File: src/rtl/alu_operand_stage_pkg.sv
// Shared types for the ALU operand stage: op codes, forward-select
// encoding and default widths.
package alu_operand_stage_pkg;

    localparam int XLEN_DEF   = 32;
    localparam int REG_AW_DEF = 5;

    typedef enum logic [2:0] {
        ALU_ADD = 3'b000,
        ALU_SUB = 3'b001,
        ALU_AND = 3'b010,
        ALU_OR  = 3'b011,
        ALU_SLT = 3'b100
    } alu_op_e;

    typedef enum logic [1:0] {
        FWD_REG = 2'd0,
        FWD_MEM = 2'd1,
        FWD_WB  = 2'd2
    } fwd_sel_e;

endpackage

File: src/rtl/alu_operand_stage_fwd_mux.sv
// Operand bypass: MEM beats WB beats register-file data; x0 never bypassed.
module fwd_mux
    import alu_operand_stage_pkg::*;
#(
    parameter int XLEN   = XLEN_DEF,
    parameter int REG_AW = REG_AW_DEF
) (
    input  logic [REG_AW-1:0] rs,
    input  logic [XLEN-1:0]   reg_data,
    input  logic [REG_AW-1:0] mem_rd,
    input  logic              mem_reg_write,
    input  logic [XLEN-1:0]   mem_result,
    input  logic [REG_AW-1:0] wb_rd,
    input  logic              wb_reg_write,
    input  logic [XLEN-1:0]   wb_result,
    output logic [XLEN-1:0]   data
);

    fwd_sel_e sel;
    logic     rs_nz;

    assign rs_nz = (rs != '0);

    always_comb begin
        sel = FWD_REG;
        if (rs_nz && mem_reg_write && (mem_rd == rs)) begin
            sel = FWD_MEM;
        end else if (rs_nz && wb_reg_write && (wb_rd == rs)) begin
            sel = FWD_WB;
        end
    end

    always_comb begin
        data = reg_data;
        unique case (sel)
            FWD_MEM: data = mem_result;
            FWD_WB:  data = wb_result;
            default: data = reg_data;
        endcase
    end

endmodule

File: src/rtl/alu_operand_stage.sv
// One-entry operand register between decode and the ALU, with
// combinational MEM/WB bypass re-evaluated every cycle while held.
module alu_operand_stage
    import alu_operand_stage_pkg::*;
#(
    parameter int XLEN   = XLEN_DEF,
    parameter int REG_AW = REG_AW_DEF
) (
    input  logic              clk,
    input  logic              reset,
    input  logic              in_valid,
    output logic              in_ready,
    input  logic [XLEN-1:0]   rs1_data,
    input  logic [XLEN-1:0]   rs2_data,
    input  logic [XLEN-1:0]   imm,
    input  logic [REG_AW-1:0] rs1,
    input  logic [REG_AW-1:0] rs2,
    input  logic [REG_AW-1:0] rd,
    input  logic              alu_src,
    input  logic [2:0]        alu_control_in,
    input  logic              reg_write_in,
    input  logic              flush,
    input  logic [REG_AW-1:0] mem_rd,
    input  logic [REG_AW-1:0] wb_rd,
    input  logic              mem_reg_write,
    input  logic              wb_reg_write,
    input  logic [XLEN-1:0]   mem_result,
    input  logic [XLEN-1:0]   wb_result,
    output logic              out_valid,
    input  logic              out_ready,
    output logic [XLEN-1:0]   SrcA,
    output logic [XLEN-1:0]   SrcB,
    output logic [XLEN-1:0]   store_data,
    output logic [2:0]        ALUControl,
    output logic [REG_AW-1:0] rd_out,
    output logic              reg_write_out
);

    logic              valid_q;
    logic [XLEN-1:0]   rs1_data_q;
    logic [XLEN-1:0]   rs2_data_q;
    logic [XLEN-1:0]   imm_q;
    logic [REG_AW-1:0] rs1_q;
    logic [REG_AW-1:0] rs2_q;
    logic [REG_AW-1:0] rd_q;
    logic              alu_src_q;
    logic [2:0]        op_q;
    logic              rw_q;
    logic [XLEN-1:0]   fwd_a;
    logic [XLEN-1:0]   fwd_b;
    logic              accept;

    assign in_ready = !valid_q || out_ready;
    assign accept   = in_valid && in_ready;

    always_ff @(posedge clk) begin
        if (reset) begin
            valid_q    <= 1'b0;
            rs1_data_q <= '0;
            rs2_data_q <= '0;
            imm_q      <= '0;
            rs1_q      <= '0;
            rs2_q      <= '0;
            rd_q       <= '0;
            alu_src_q  <= 1'b0;
            op_q       <= '0;
            rw_q       <= 1'b0;
        end else if (flush) begin
            valid_q <= 1'b0;
        end else if (accept) begin
            valid_q    <= 1'b1;
            rs1_data_q <= rs1_data;
            rs2_data_q <= rs2_data;
            imm_q      <= imm;
            rs1_q      <= rs1;
            rs2_q      <= rs2;
            rd_q       <= rd;
            alu_src_q  <= alu_src;
            op_q       <= alu_control_in;
            rw_q       <= reg_write_in;
        end else if (out_ready) begin
            valid_q <= 1'b0;
        end
    end

    fwd_mux #(.XLEN(XLEN), .REG_AW(REG_AW)) u_fwd_rs1 (
        .rs            (rs1_q),
        .reg_data      (rs1_data_q),
        .mem_rd        (mem_rd),
        .mem_reg_write (mem_reg_write),
        .mem_result    (mem_result),
        .wb_rd         (wb_rd),
        .wb_reg_write  (wb_reg_write),
        .wb_result     (wb_result),
        .data          (fwd_a)
    );

    fwd_mux #(.XLEN(XLEN), .REG_AW(REG_AW)) u_fwd_rs2 (
        .rs            (rs2_q),
        .reg_data      (rs2_data_q),
        .mem_rd        (mem_rd),
        .mem_reg_write (mem_reg_write),
        .mem_result    (mem_result),
        .wb_rd         (wb_rd),
        .wb_reg_write  (wb_reg_write),
        .wb_result     (wb_result),
        .data          (fwd_b)
    );

    assign out_valid     = valid_q;
    assign SrcA          = fwd_a;
    assign SrcB          = alu_src_q ? imm_q : fwd_b;
    assign store_data    = fwd_b;
    assign ALUControl    = op_q;
    assign rd_out        = rd_q;
    assign reg_write_out = rw_q && valid_q;

endmodule

File: config.mk
export PLATFORM = sky130hd
export DESIGN_NAME = alu_operand_stage
export DESIGN_NICKNAME = d
export VERILOG_FILES = /design/src/rtl/alu_operand_stage_pkg.sv /design/src/rtl/alu_operand_stage_fwd_mux.sv /design/src/rtl/alu_operand_stage.sv
export SDC_FILE = /design/constraint.sdc
export NUM_CORES = 1
export LEC_CHECK = 0
export BUFFER_PORTS_ARGS = -buffer_cell sky130_fd_sc_hd__buf_2
export CELL_PAD_IN_SITES_DETAIL_PLACEMENT = 1
export CELL_PAD_IN_SITES_GLOBAL_PLACEMENT = 1
export CORE_ASPECT_RATIO = 1.1
export CORE_UTILIZATION = 38
export CTS_CLUSTER_SIZE = 8
export DETAILED_ROUTE_END_ITERATION = 12
export GPL_ROUTABILITY_DRIVEN = 0
export GPL_TIMING_DRIVEN = 0
export PLACE_DENSITY_LB_ADDON = 0.1
export SYNTH_ARGS = -nofsm -noshare
export SYNTH_HDL_FRONTEND = slang
export SYNTH_HIERARCHICAL = 1
export SYNTH_SLANG_ARGS = --single-unit
File: constraint.sdc
create_clock -name clk -period 6.7 [get_ports clk]
set_clock_uncertainty 0.2 [all_clocks]
set_input_delay 1.34 -clock clk [delete_from_list [all_inputs] [get_ports clk]]
set_output_delay 1.34 -clock clk [all_outputs]
set_load 0.005 [all_outputs]
### Word level (Yosys, flattened, before mapping)

Index checks and enable logic that the tools add are counted.

| storage, ports and cells | value |
|---|---|
| register bits | 117 |
| bits of input ports | 197 |
| output and inout bits | 107 |
| logic and storage cells | 45 |

| cells by class | value |
|---|---|
| eq/ne operators | 8 |
| mux-type cells | 9 |
| bitwise logic cells | 1 |
| reductions and logical operators | 17 |

Operators by type and width:

| cell | number |
|---|---|
| case mux 32 bit (2 select lines) | 2 |
| two-way mux 32 bit | 1 |
| == test 5 bit | 4 |
| logical AND 1 bit | 10 |
| nonzero test 5 bit | 2 |
| two-way mux 2 bit | 4 |
| == test 2 x 1 -> 1 bit, second input constant | 2 |
| == test 2 bit, second input constant | 2 |
| two-way mux 1 bit | 2 |
| AND reduction 2 bit | 1 |
| nonzero test 2 bit | 1 |
| OR reduction 2 bit | 1 |
| zero test 1 bit | 1 |
| logical OR 1 bit | 1 |
| NOT 1 bit | 1 |

### Logic depth before layout (Yosys ltp)

Gate-level depths: netlist of run 1.

| depth | value |
|---|---|
| depth in word-level cells | 8 |
| depth in mapped cells | 7 |
| depth with buffers taken out | 5 |

### Hierarchy

Netlist of run 1, hierarchy kept.

By module, submodules not included:

| module | times used | cells an instance | area each (um^2) | seq. area each (um^2) |
|---|---|---|---|---|
| alu_operand_stage | 1 | 546 | 5,610.4 | 2,342.2 |
| fwd_mux | 2 | 169 | 948.4 | 0.0 |

### Worst setup path after synthesis of run 1

OpenSTA, ideal clock, no wires.

| timing path | value |
|---|---|
| kind | input to output |
| start | input port wb_rd[2] |
| end | output port SrcB[0] |
| data arrival time | 2,639 ps |
| required time | 5,160 ps |
| path slack | 2,521 ps |
| stages on the path | 7 |
| buffers on the path | 2 |
| cell sequence | xnor2_1 and4_1 clkbuf_1 clkbuf_1 nand3_1 a31oi_1 mux2_2 |

| between the ends | value |
|---|---|
| longest elaborated chain between the ends | 7 |
| elaborated cells on any way between the ends | 8 |
| classes of those cells | eq/ne: 3; mux: 4; reduce/logical: 1 |

RTL lines:

| item | RTL line | RTL |
|---|---|---|
| start, declared | alu_operand_stage.sv:24 | `input logic [REG_AW-1:0] wb_rd,` |
| == test 5 bit (*) | alu_operand_stage_fwd_mux.sv:28 | `end else if (rs_nz && wb_reg_write && (wb_rd == rs)) begin` |
| logical AND 1 bit (*) | alu_operand_stage_fwd_mux.sv:28 |  |
| two-way mux 2 bit (*) | alu_operand_stage_fwd_mux.sv:28 |  |
| two-way mux 2 bit (*) | alu_operand_stage_fwd_mux.sv:26 | `if (rs_nz && mem_reg_write && (mem_rd == rs)) begin` |
| == test 2 bit / == test 2 x 1 -> 1 bit (equally long branches) | alu_operand_stage_fwd_mux.sv:35 | `unique case (sel)` |
| case mux 32 bit (2 select lines) (*) | alu_operand_stage_fwd_mux.sv:35 |  |
| net store_data[0] | alu_operand_stage.sv:33 | `output logic [XLEN-1:0] store_data,` |
| two-way mux 32 bit (*) | alu_operand_stage.sv:112 | `assign SrcB = alu_src_q ? imm_q : fwd_b;` |
| end, declared | alu_operand_stage.sv:32 | `output logic [XLEN-1:0] SrcB,` |

Mark *: on every way through the listed nets, which the timed path passes. The rest lies on a longest branch.

### Worst setup path in the final report of run 1

| timing path | value |
|---|---|
| start | input port wb_rd[2] |
| end | output port SrcB[29] |

| between the ends | value |
|---|---|
| longest elaborated chain between the ends | 7 |
| elaborated cells on any way between the ends | 8 |
| classes of those cells | eq/ne: 3; mux: 4; reduce/logical: 1 |

RTL lines:

| item | RTL line |
|---|---|
| == test 5 bit (*) | alu_operand_stage_fwd_mux.sv:28 |
| logical AND 1 bit (*) | alu_operand_stage_fwd_mux.sv:28 |
| two-way mux 2 bit (*) | alu_operand_stage_fwd_mux.sv:28 |
| two-way mux 2 bit (*) | alu_operand_stage_fwd_mux.sv:26 |
| == test 2 bit / == test 2 x 1 -> 1 bit (equally long branches) | alu_operand_stage_fwd_mux.sv:35 |
| case mux 32 bit (2 select lines) (*) | alu_operand_stage_fwd_mux.sv:35 |
| two-way mux 32 bit (*) | alu_operand_stage.sv:112 |

Mark *: on every way between the ends. The rest lies on a longest branch, timed or not.

==> results of run 1 <==
## worst max path at each step
stage,cells past startpoint,start,end,slack (ns)
after floorplan,7,wb_rd[2],SrcB[0],2.52
after global placement,9,wb_rd[2],SrcB[30],1.73
after detailed placement,9,wb_rd[2],SrcB[29],1.73
after CTS,9,wb_rd[2],SrcB[24],1.70
after global routing,9,wb_rd[2],SrcB[24],1.55
final,9,wb_rd[2],SrcB[29],1.56
## registers in the layout, summed over array words and instances, names as in the netlist
signal / cells
ALUControl: 3
rs1_q: 5
rs1_data_q: 32
rs2_data_q: 32
out_valid: 1
rw_q: 1
rs2_q: 5
imm_q: 32
rd_out: 5
alu_src_q: 1
## layout by cell type (no fill, tap or decap), types with 2 or more instances in the layout
| master | count |
|---|---|
| buf_8 | 4 |
| nand2b_1 | 232 |
| clkinv_4 | 5 |
| clkbuf_2 | 6 |
| o21ai_1 | 10 |
| a31oi_1 | 64 |
| bufinv_16 | 5 |
| or2_1 | 2 |
| dfxtp_1 | 117 |
| nor3_1 | 65 |
| mux2i_1 | 116 |
| nand4_1 | 4 |
| clkinvlp_4 | 3 |
| buf_2 | 315 |
| and4_1 | 2 |
| o21ai_0 | 54 |
| o211ai_2 | 4 |
| nand3_1 | 64 |
| clkbuf_1 | 51 |
| mux2_2 | 32 |
| clkbuf_16 | 17 |
| buf_4 | 14 |
| or4_4 | 2 |
| o211a_1 | 2 |
| xnor2_1 | 20 |
| diode_2 | 4 |
## power groups by stage
| stage | registers [µW] | logic (µW) | clock network (µW) |
|---|---|---|---|
| floorplan | 763 | 215 | 0 |
| global placement | 769 | 388 | 0 |
| detailed placement | 770 | 394 | 0 |
| CTS | 755 | 399 | 1040 |
| global route | 760 | 429 | 1070 |
| finish | 756 | 397 | 1030 |
## metal layers
layer	vias up	share of wire [%]	GRT usage (%)
li1	3741	-	-
met1	3773	42	36.3
met2	319	49	50.4
met3	43	6.8	6.74
met4	2	2.1	9.61
met5	-	0.033	0
## cells in the mapped netlist
cell / instances / share of area [%]
nand2b_1: 232 / 19
dfxtp_1: 117 / 31
mux2i_1: 116 / 15
nor3_1: 65 / 4.3
a31oi_1: 64 / 5.3
nand3_1: 64 / 4.3
o21ai_0: 54 / 3.6
clkbuf_1: 51 / 2.5
mux2_2: 32 / 4.8
xnor2_1: 20 / 2.3
buf_4: 14 / 1.4
buf_2: 13 / 0.87
o21ai_1: 10 / 0.67
clkbuf_2: 6 / 0.40
buf_8: 4 / 0.80
nand4_1: 4 / 0.33
o211ai_2: 4 / 0.67
and4_1: 2 / 0.23
o211a_1: 2 / 0.27
or2_1: 2 / 0.17
or4_4: 2 / 0.30
and2_1: 1 / 0.083
buf_6: 1 / 0.15
inv_1: 1 / 0.050
nor2_1: 1 / 0.050
nor2b_4: 1 / 0.18
nor3b_2: 1 / 0.17
## final cells by class
cell class | instances | area share, %
clock buffers | 17 | 4.26
clock inverters | 15 | 2.30
flip-flops and latches | 117 | 23.4
diodes | 4 | 0.100
repair buffers | 302 | 15.1
inverters | 1 | 0.0376
well taps | 247 | 3.09
multi-input cells | 677 | 47.0
plain buffers | 89 | 4.63
## logic make-up (layout without fill, tap and decap cells)
logic type | Yosys count | after routing
AND/OR/NAND/NOR | 375 | 375
multiplexers | 148 | 148
AO/OA/AOI/OAI | 134 | 134
flip-flops | 117 | 117
buffers and inverters | 90 | 424
XOR/XNOR | 20 | 20
other | 0 | 4
## per-stage QoR
step | util, % | area, µm² | hold WS [ns] | power [µW] | cells
6_report | 52.0 | 9990 | 0.272 | 2180 | 1469
5_1_grt | 51.9 | 9990 | 0.293 | 2260 | 1467
4_1_cts | 51.9 | 9980 | 0.275 | 2200 | 1465
3_5_place_dp | 48.5 | 9330 | 0.260 | 1160 | 1433
3_3_place_gp | 48.5 | 9330 | 0.254 | 1160 | 1433
2_1_floorplan | - | 7510 | 0.244 | 978 | 884
## worst max-delay path: cells and delay by family
family | cells | cell delay (ns)
AOI/OAI and AO/OA | 1 | 0.37
xor gates and xnor gates | 1 | 0.20
buffers and inverters | 4 | 1.06
muxes | 1 | 0.26
and+or+nand+nor | 2 | 0.36
==> results.cfg, run 1 <==
[floorplanning]
die_area_mm2 = 0.0203
fp.dieW_um = 136
core_mm2 = 0.0192
rows = 53
pin_count = 304
initial_utilization_pct = 39.0
die_h_um = 149

[setup_path]
timing.rr.start = out_valid$_SDFFE_PP0P_
cp-start-kind = primary input
crit_slowest_cell = clkbuf_1
worstSetupPathType = in -> out
worstPathCellList = buf_2 -> xnor2_1 -> and4_1 -> clkbuf_1 -> clkbuf_1 -> nand3_1 -> a31oi_1 -> mux2_2 -> buf_2
required_ns = 5.16
reg2reg_to = rs2_data_q[13]$_SDFFE_PP0P_
max_stage_delay_ns = 0.50
arrival_ns = 3.60
endpoint_kind = output pin
reg2reg_slack_ns = 4.88
cp_max_fo = 10
worst-r2r-cell-count = 6

[clocking]
htreeDepth = 4
post_cts.repair.setup_buffers = 0
clkTransAtPathRegs_ns = 0.06
insertion_delay_ns = 0.41
ctsResizeCount = 0
numCtsBuffers = 17
root_buffer = clkbuf_16
cts_tree = done
cts_buffer_depth = 2
cts_hold_buf = 0
cts_num_sinks = 117

[hold_path]
min_delay_worst_endpoint = imm_q[14]$_SDFFE_PP0P_
hp-class = reg -> reg
min-delay-start = imm_q[14]$_SDFFE_PP0P_
holdPathStages = 2

[synthesis]
syn_nets = 1081
ys_warn_count = 6
synth_top_family_by_area = simple AND/OR/NAND/NOR gates
synth-xor-area-share_pct = 2.33
synth_compound_area_share_pct = 10.5
ys_seq_area_share_pct = 31.2
synth_cells = 884
synth_seq_cells = 117
syn_area_mm2 = 0.00751
synth_simple_gate_area_share_pct = 29.5
synth.distinct_cells = 27
avgSynthCellArea_um2 = 8.49
synthMuxAreaShare_pct = 20.3
yosys.area_share.adder_pct = 0

[finish]
multi_input_comb_area_mm2 = 0.00470
drive_above_1_share_pct = 33.8
register_area_mm2 = 0.00234
synthToLayoutAreaGrowth_pct = 33.1
num-fill-cells = 2428
finish.net_count = 1402

[pwr]
swShare_pct = 27.6
seq_power_share_pct = 34.7
ir_worst_vdd_uv = 173
p_int_uw = 1580
leakagePower_uw = 0.00418
p_clk_share_pct = 47.1
netSwitchingPower_uw = 602
comb_power_share_pct = 18.2
power.density_mw_per_mm2 = 218

[grt]
grt_max_degree = 17
grt_usage_pct = 29.5
antenna_found_initial = 5
grt_pass1_wl_mm = 45.1
grt_pass1_vias = 8247
overflow = 0

[sta]
rsz0062_at_grt = false
tns_ns = 0
post-route-period-util_pct = 76.8
worstMarginPinSlew_ns = 0.650
max_freq_ghz = 0.194
worst_slack_ns = 1.56
max_slew_margin_pct = 56.7
slew_viol_final = 0
setup_violations = 0
final_hold_viol_count = 0
fin_crit_ns = 5.14

[placement]
pre_cts_ws_ns = 1.73
hpwl_mm = 22.6
port_buffers = 302

[route]
routedWlPerCell_um = 20.4
routed_wl_mm = 30.0
vias = 7878
postRouteAntennaNets = 0
drt_iter0_drc = 376
drt_first_pass_iters = 4
drc = 0
via_per_inst = 5.36

[run_status]
outcome = finished clean

[run]
maxCapViolCount = 0
Note: power is estimated with default switching activity, not from simulation.
==> run 2, diff against run 1 <==
--- a/config.mk
+++ b/config.mk
@@ -5,11 +5,12 @@
 export SDC_FILE = /design/constraint.sdc
 export NUM_CORES = 1
 export LEC_CHECK = 0
+export ABC_AREA = 1
 export BUFFER_PORTS_ARGS = -buffer_cell sky130_fd_sc_hd__buf_2
 export CELL_PAD_IN_SITES_DETAIL_PLACEMENT = 1
 export CELL_PAD_IN_SITES_GLOBAL_PLACEMENT = 1
 export CORE_ASPECT_RATIO = 1.1
-export CORE_UTILIZATION = 38
+export CORE_UTILIZATION = 33
 export CTS_CLUSTER_SIZE = 8
 export DETAILED_ROUTE_END_ITERATION = 12
 export GPL_ROUTABILITY_DRIVEN = 0
==> constraint.sdc (replaced) <==
create_clock -name clk -period 5.4 [get_ports clk]
set_clock_uncertainty 0.2 [all_clocks]
set_input_delay 1.08 -clock clk [delete_from_list [all_inputs] [get_ports clk]]
set_output_delay 1.08 -clock clk [all_outputs]
set_load 0.005 [all_outputs]
==> results.cfg, run 2 <==
[synthesis]
syn_area_mm2 = 0.00766
yosysMostFrequentCell = nand3_1
synth_seq_cells = 117
synth_top_area_share_pct = 30.6
synth_cells = 1218
async_reset_ff_share_pct = 0
synth_edf_count = 0
syn_nets = 1415
synth_commonest_cells = 378 x nand3_1, 173 x nand2_1, 139 x inv_1
synthFlopType = dfxtp_1
avgSynthCellArea_um2 = 6.29
synth.distinct_cells = 21
synth_top_area_cell = dfxtp_1
ys_seq_area_share_pct = 30.6
ys_warn_count = 6
synth_area_leaders = dfxtp_1 31%, nand3_1 25%, nand2_1 8.5%

[run]
maxCapViolCount = 0

[clocking]
root_buffer = clkbuf_16
insertion_delay_ns = 0.42
clkTransAtPathRegs_ns = 0.06
cts_tree = done
cts_hold_buf = 0
htreeDepth = 4
ctsResizeCount = 0
cts_num_sinks = 117
numCtsBuffers = 17
post_cts.repair.setup_buffers = 0
cts_buffer_depth = 2

[sta]
rsz0062_at_grt = false
hold_ws_ns = 0.275
tns_ns = 0
slew_viol_final = 0
worstMarginPinSlew_ns = 0.709
final_hold_viol_count = 0
max_freq_ghz = 0.238
worst_slack_ns = 1.19
setup_violations = 0
max_slew_margin_pct = 52.7
fin_crit_ns = 4.21
post-route-period-util_pct = 77.9

[setup_path]
cp_max_fo = 10
endpoint_kind = output pin
worstSetupPathType = in -> out
required_ns = 4.12
cp-start-kind = primary input
arrival_ns = 2.93

[grt]
grt_pass1_vias = 9190
grt_pass1_wl_mm = 51.0
antenna_found_initial = 3
overflow = 0
grt_max_degree = 17
grt_usage_pct = 28.0

[finish]
final_common_cell = nand3_1
final_cell_mix = 378 x nand3_1, 364 x buf_2, 173 x nand2_1
synthToLayoutAreaGrowth_pct = 31.8
finish.net_count = 1737
fin_cells = 1855
register_area_mm2 = 0.00234
num-fill-cells = 3186
multi_input_comb_area_mm2 = 0.00413
post-route-util_pct = 44.2
drive_above_1_share_pct = 30.5
largestRegisters = imm_q: 32 flops, rs1_data_q: 32 flops, rs2_data_q: 32 flops

[placement]
pre_cts_ws_ns = 1.25
dp_cells = 1821
port_buffers = 303
hpwl_mm = 26.0

[floorplanning]
initial_utilization_pct = 33.5
rows = 58
fp.dieW_um = 147
pin_count = 304
die_area_mm2 = 0.0238
core_mm2 = 0.0229
die_h_um = 162

[route]
postRouteAntennaNets = 0
routedWlPerCell_um = 18.2
vias = 9411
routed_wl_mm = 33.8
via_per_inst = 5.07
drt_first_pass_iters = 5
drt_iter0_drc = 517
drc = 0

[run_status]
outcome = finished clean

[pwr]
swShare_pct = 31.4
comb_power_share_pct = 21.7
ir_worst_vdd_uv = 190
seq_power_share_pct = 36.9
p_int_uw = 1790
p_clk_share_pct = 41.3
power.density_mw_per_mm2 = 258
leakagePower_uw = 0.00550
netSwitchingPower_uw = 819

[hold_path]
hp-class = reg -> reg
-- run 2: changes by cell type in the layout (fill, tap and decap cells not counted), moves of 49 or more --
cell | previous run | this run
a21oi_1 | 0 | 117
nor2_1 | 1 | 128
inv_1 | 1 | 139
nor3_1 | 65 | 1
a31oi_1 | 64 | 0
nand3_1 | 64 | 378
nand2b_1 | 232 | 0
o21ai_0 | 54 | 0
mux2i_1 | 116 | 0
nand2_1 | 0 | 173
buf_2 | 315 | 364
-- run 2: path summary, 6_finish.rpt --
kind / cells after the start / start / end / slack (ns)
setup / recovery: 11 / wb_rd[3] / SrcB[30] / 1.19
hold / removal: 2 / imm_q[30]$_SDFFE_PP0P_ / imm_q[30]$_SDFFE_PP0P_ / 0.27
setup reg to reg: 5 / out_valid$_SDFFE_PP0P_ / imm_q[26]$_SDFFE_PP0P_ / 3.59
hold reg to reg: 2 / imm_q[30]$_SDFFE_PP0P_ / imm_q[30]$_SDFFE_PP0P_ / 0.27
-- run 2: layer usage --
layer / track usage [%] / routed length (µm)
met2: 49.2 / 16700
met5: 0 / 36
met4: 7.50 / 594
met1: 34.5 / 14400
met3: 5.87 / 2120
-- run 2: power groups by stage --
stage / Sequential, µW / Combinational [µW] / Clock [µW]
2_1_floorplan: 968 / 315 / 0
3_3_place_gp: 978 / 556 / 0
3_5_place_dp: 980 / 565 / 0
4_1_cts: 963 / 568 / 1090
5_1_grt: 969 / 628 / 1130
6_report: 963 / 567 / 1080
-- run 2: through the flow --
stage | total power [µW] | instance area [µm²]
2_1_floorplan | 1280 | 7660
3_3_place_gp | 1530 | 9550
3_5_place_dp | 1550 | 9550
4_1_cts | 2620 | 10100
5_1_grt | 2730 | 10100
6_report | 2610 | 10100
-- run 2: kinds of logic after synthesis --
family	Yosys count	synth area share, %
compound gates	119	7.84
xor+xnor	2	0.229
buf+inv	256	15.5
flops	117	30.6
mux	32	4.70
simple gates	692	41.2
-- run 2: worst max-delay path, cell delays in order --
cell and delay (ns):
buf_2 0.12, inv_1 0.04, nand2_1 0.05, nand2_1 0.05, nor2_1 0.21, nand3_1 0.33
buf_2 0.31, nand3_1 0.09, nand3_1 0.18, mux2_2 0.32, buf_2 0.15
-- run 2: area by class of cell --
class                   count  share of cell area (%)
multi-input cells         845                    40.9
flip-flops and latches    117                    23.2
repair buffers            303                    15.0
plain buffers             102                    6.03
inverters                 154                    5.72
clock buffers              18                    4.25
well taps                 300                    3.72
clock inverters            14                    1.11
diodes                      2                  0.0495
==> run 3, diff against run 2 <==
--- a/config.mk
+++ b/config.mk
@@ -10,7 +10,7 @@
 export CELL_PAD_IN_SITES_DETAIL_PLACEMENT = 1
 export CELL_PAD_IN_SITES_GLOBAL_PLACEMENT = 1
 export CORE_ASPECT_RATIO = 1.1
-export CORE_UTILIZATION = 33
+export CORE_UTILIZATION = 30
 export CTS_CLUSTER_SIZE = 8
 export DETAILED_ROUTE_END_ITERATION = 12
 export GPL_ROUTABILITY_DRIVEN = 0
==> constraint.sdc (replaced) <==
create_clock -name clk -period 3.5 [get_ports clk]
set_clock_uncertainty 0.2 [all_clocks]
set_input_delay 0.7 -clock clk [delete_from_list [all_inputs] [get_ports clk]]
set_output_delay 0.7 -clock clk [all_outputs]
set_load 0.005 [all_outputs]
==> results.cfg, run 3 (synthesized netlist as in run 2, its figures left out) <==
[setup_path]
endpoint_kind = output pin
startpoint = rs2_q[0]$_SDFFE_PP0P_
required_ns = 2.60
crit_family = simple AND/OR/NAND/NOR gates
cp-start-kind = flop
worstPathCellList = inv_2 -> nand2_1 -> nand3_1 -> nor2_4 -> nand2_4 -> buf_6 -> nand3_1 -> nand3_1 -> mux2_2 -> buf_2
max_stage_delay_ns = 0.42
crit_slowest_cell = dfxtp_1
arrival_ns = 2.43
crit_path_frequent_cell = nand3_1
cp_max_fo = 10
timing.rr.start = out_valid$_SDFFE_PP0P_
worstSetupPathType = reg -> out
timing.critical_path.buf_inv = 3

[route]
routed_wl_mm = 34.4
via_per_inst = 5.00
drc = 0
vias = 9341
routedWlPerCell_um = 18.4
drt_iter0_drc = 449
postRouteAntennaNets = 0
drt_first_pass_iters = 5

[sta]
max_slew_margin_pct = 57.0
max_freq_ghz = 0.300
setup_violations = 0
post-route-period-util_pct = 95.1
worstMarginPinSlew_ns = 0.645
fin_crit_ns = 3.33
final_hold_viol_count = 0
hold_ws_ns = 0.266
rsz0062_at_grt = false
tns_ns = 0
slew_viol_final = 0

[floorplanning]
core_mm2 = 0.0248
fp.dieW_um = 154
initial_utilization_pct = 30.9
rows = 60
pin_count = 304
die_h_um = 170
die_area_mm2 = 0.0262

[grt]
antenna_found_initial = 5
grt_pass1_vias = 9414
overflow = 0
grt_pass1_wl_mm = 52.1
grt_usage_pct = 26.4
grt_max_degree = 17

[clocking]
htreeDepth = 4
insertion_delay_ns = 0.43
numCtsBuffers = 17
cts_num_sinks = 117
cts_tree = done
cts_buffer_depth = 2
clkTransAtPathRegs_ns = 0.06
root_buffer = clkbuf_16
cts_hold_buf = 0

[pwr]
power.density_mw_per_mm2 = 418
leakagePower_uw = 0.00554
ir_worst_vdd_uv = 280

[hold_path]
hp-class = in -> reg
min-delay-start = reset

[finish]
final_cell_mix = 376 x nand3_1, 364 x buf_2, 173 x nand2_1
register_area_mm2 = 0.00234
final_common_cell = nand3_1
multi_input_comb_area_mm2 = 0.00414
post-route-util_pct = 41.3
num-fill-cells = 3393
synthToLayoutAreaGrowth_pct = 33.4
finish.net_count = 1739
largestRegisters = imm_q: 32 flops, rs1_data_q: 32 flops, rs2_data_q: 32 flops
drive_above_1_share_pct = 30.8

[placement]
hpwl_mm = 26.6
port_buffers = 303

[run]
maxCapViolCount = 0

[run_status]
outcome = finished clean
==> run 3: cell types whose count changed in the layout (fill, tap and decap cells not counted), sizes merged <==
| cell | before | now |
|---|---|---|
| clkinvlp | 4 | 5 |
| clkbuf | 27 | 28 |
| inv | 153 | 152 |
| buf | 396 | 398 |
| clkinv | 10 | 6 |
| bufinv | 1 | 4 |
==> run 3: final timing paths <==
path	end	slack [ns]	depth (start not counted)
worst min register to register	imm_q[31]$_SDFFE_PP0P_	0.28	2
worst max register to register	rs1_data_q[13]$_SDFFE_PP0P_	1.70	6
worst max-delay path	SrcB[0]	0.17	10
worst min-delay path	out_valid$_SDFFE_PP0P_	0.27	2
==> run 3: worst reg2reg max path: cells and delay by family, from the launching register on <==
kind | cells | cell delay (ns)
buffers and inverters | 2 | 0.67
AND/OR/NAND/NOR | 4 | 0.50
flip-flops | 1 | 0.34
==> run 3: power by group <==
part | internal (µW) | switching, µW
clock network | 1210 | 697
registers | 1430 | 61.4
logic | 368 | 511
==> run 3: area by class of cell <==
cell class | instances | share of cell area, %
Timing Repair Buffer | 305 | 15.0
Inverter | 154 | 5.65
Clock buffer | 19 | 4.33
Sequential cell | 117 | 22.9
Buffer | 102 | 5.96
Antenna cell | 2 | 0.0490
Tap cell | 310 | 3.79
Clock inverter | 13 | 1.77
Multi-Input combinational cell | 845 | 40.5
==> run 3: repair_timing <==
action,CTS,global route
resized for setup,1,2
buffers inserted,0,2
pin swaps,0,1
setup endpoints to repair,3,22
==> run 3: metrics by stage <==
step | std cells | cell area [µm²] | power [µW] | setup slack [ns]
3_5_place_dp | 1831 | 9570 | 2390 | 0.0285
6_report | 1867 | 10200 | 4270 | 0.171
2_1_floorplan | 1218 | 7660 | 1980 | 0.834
4_1_cts | 1863 | 10200 | 4300 | 0.00313
3_3_place_gp | 1831 | 9570 | 2380 | 0.0728
5_1_grt | 1866 | 10200 | 4480 | 0.0472
==> run 3: routing by layer <==
layer / GRT usage (%) / part of all wire, %
met5: 0 / 0.090
met4: 9.47 / 2.6
met3: 5.59 / 5.8
met2: 46.5 / 48
met1: 31.4 / 43
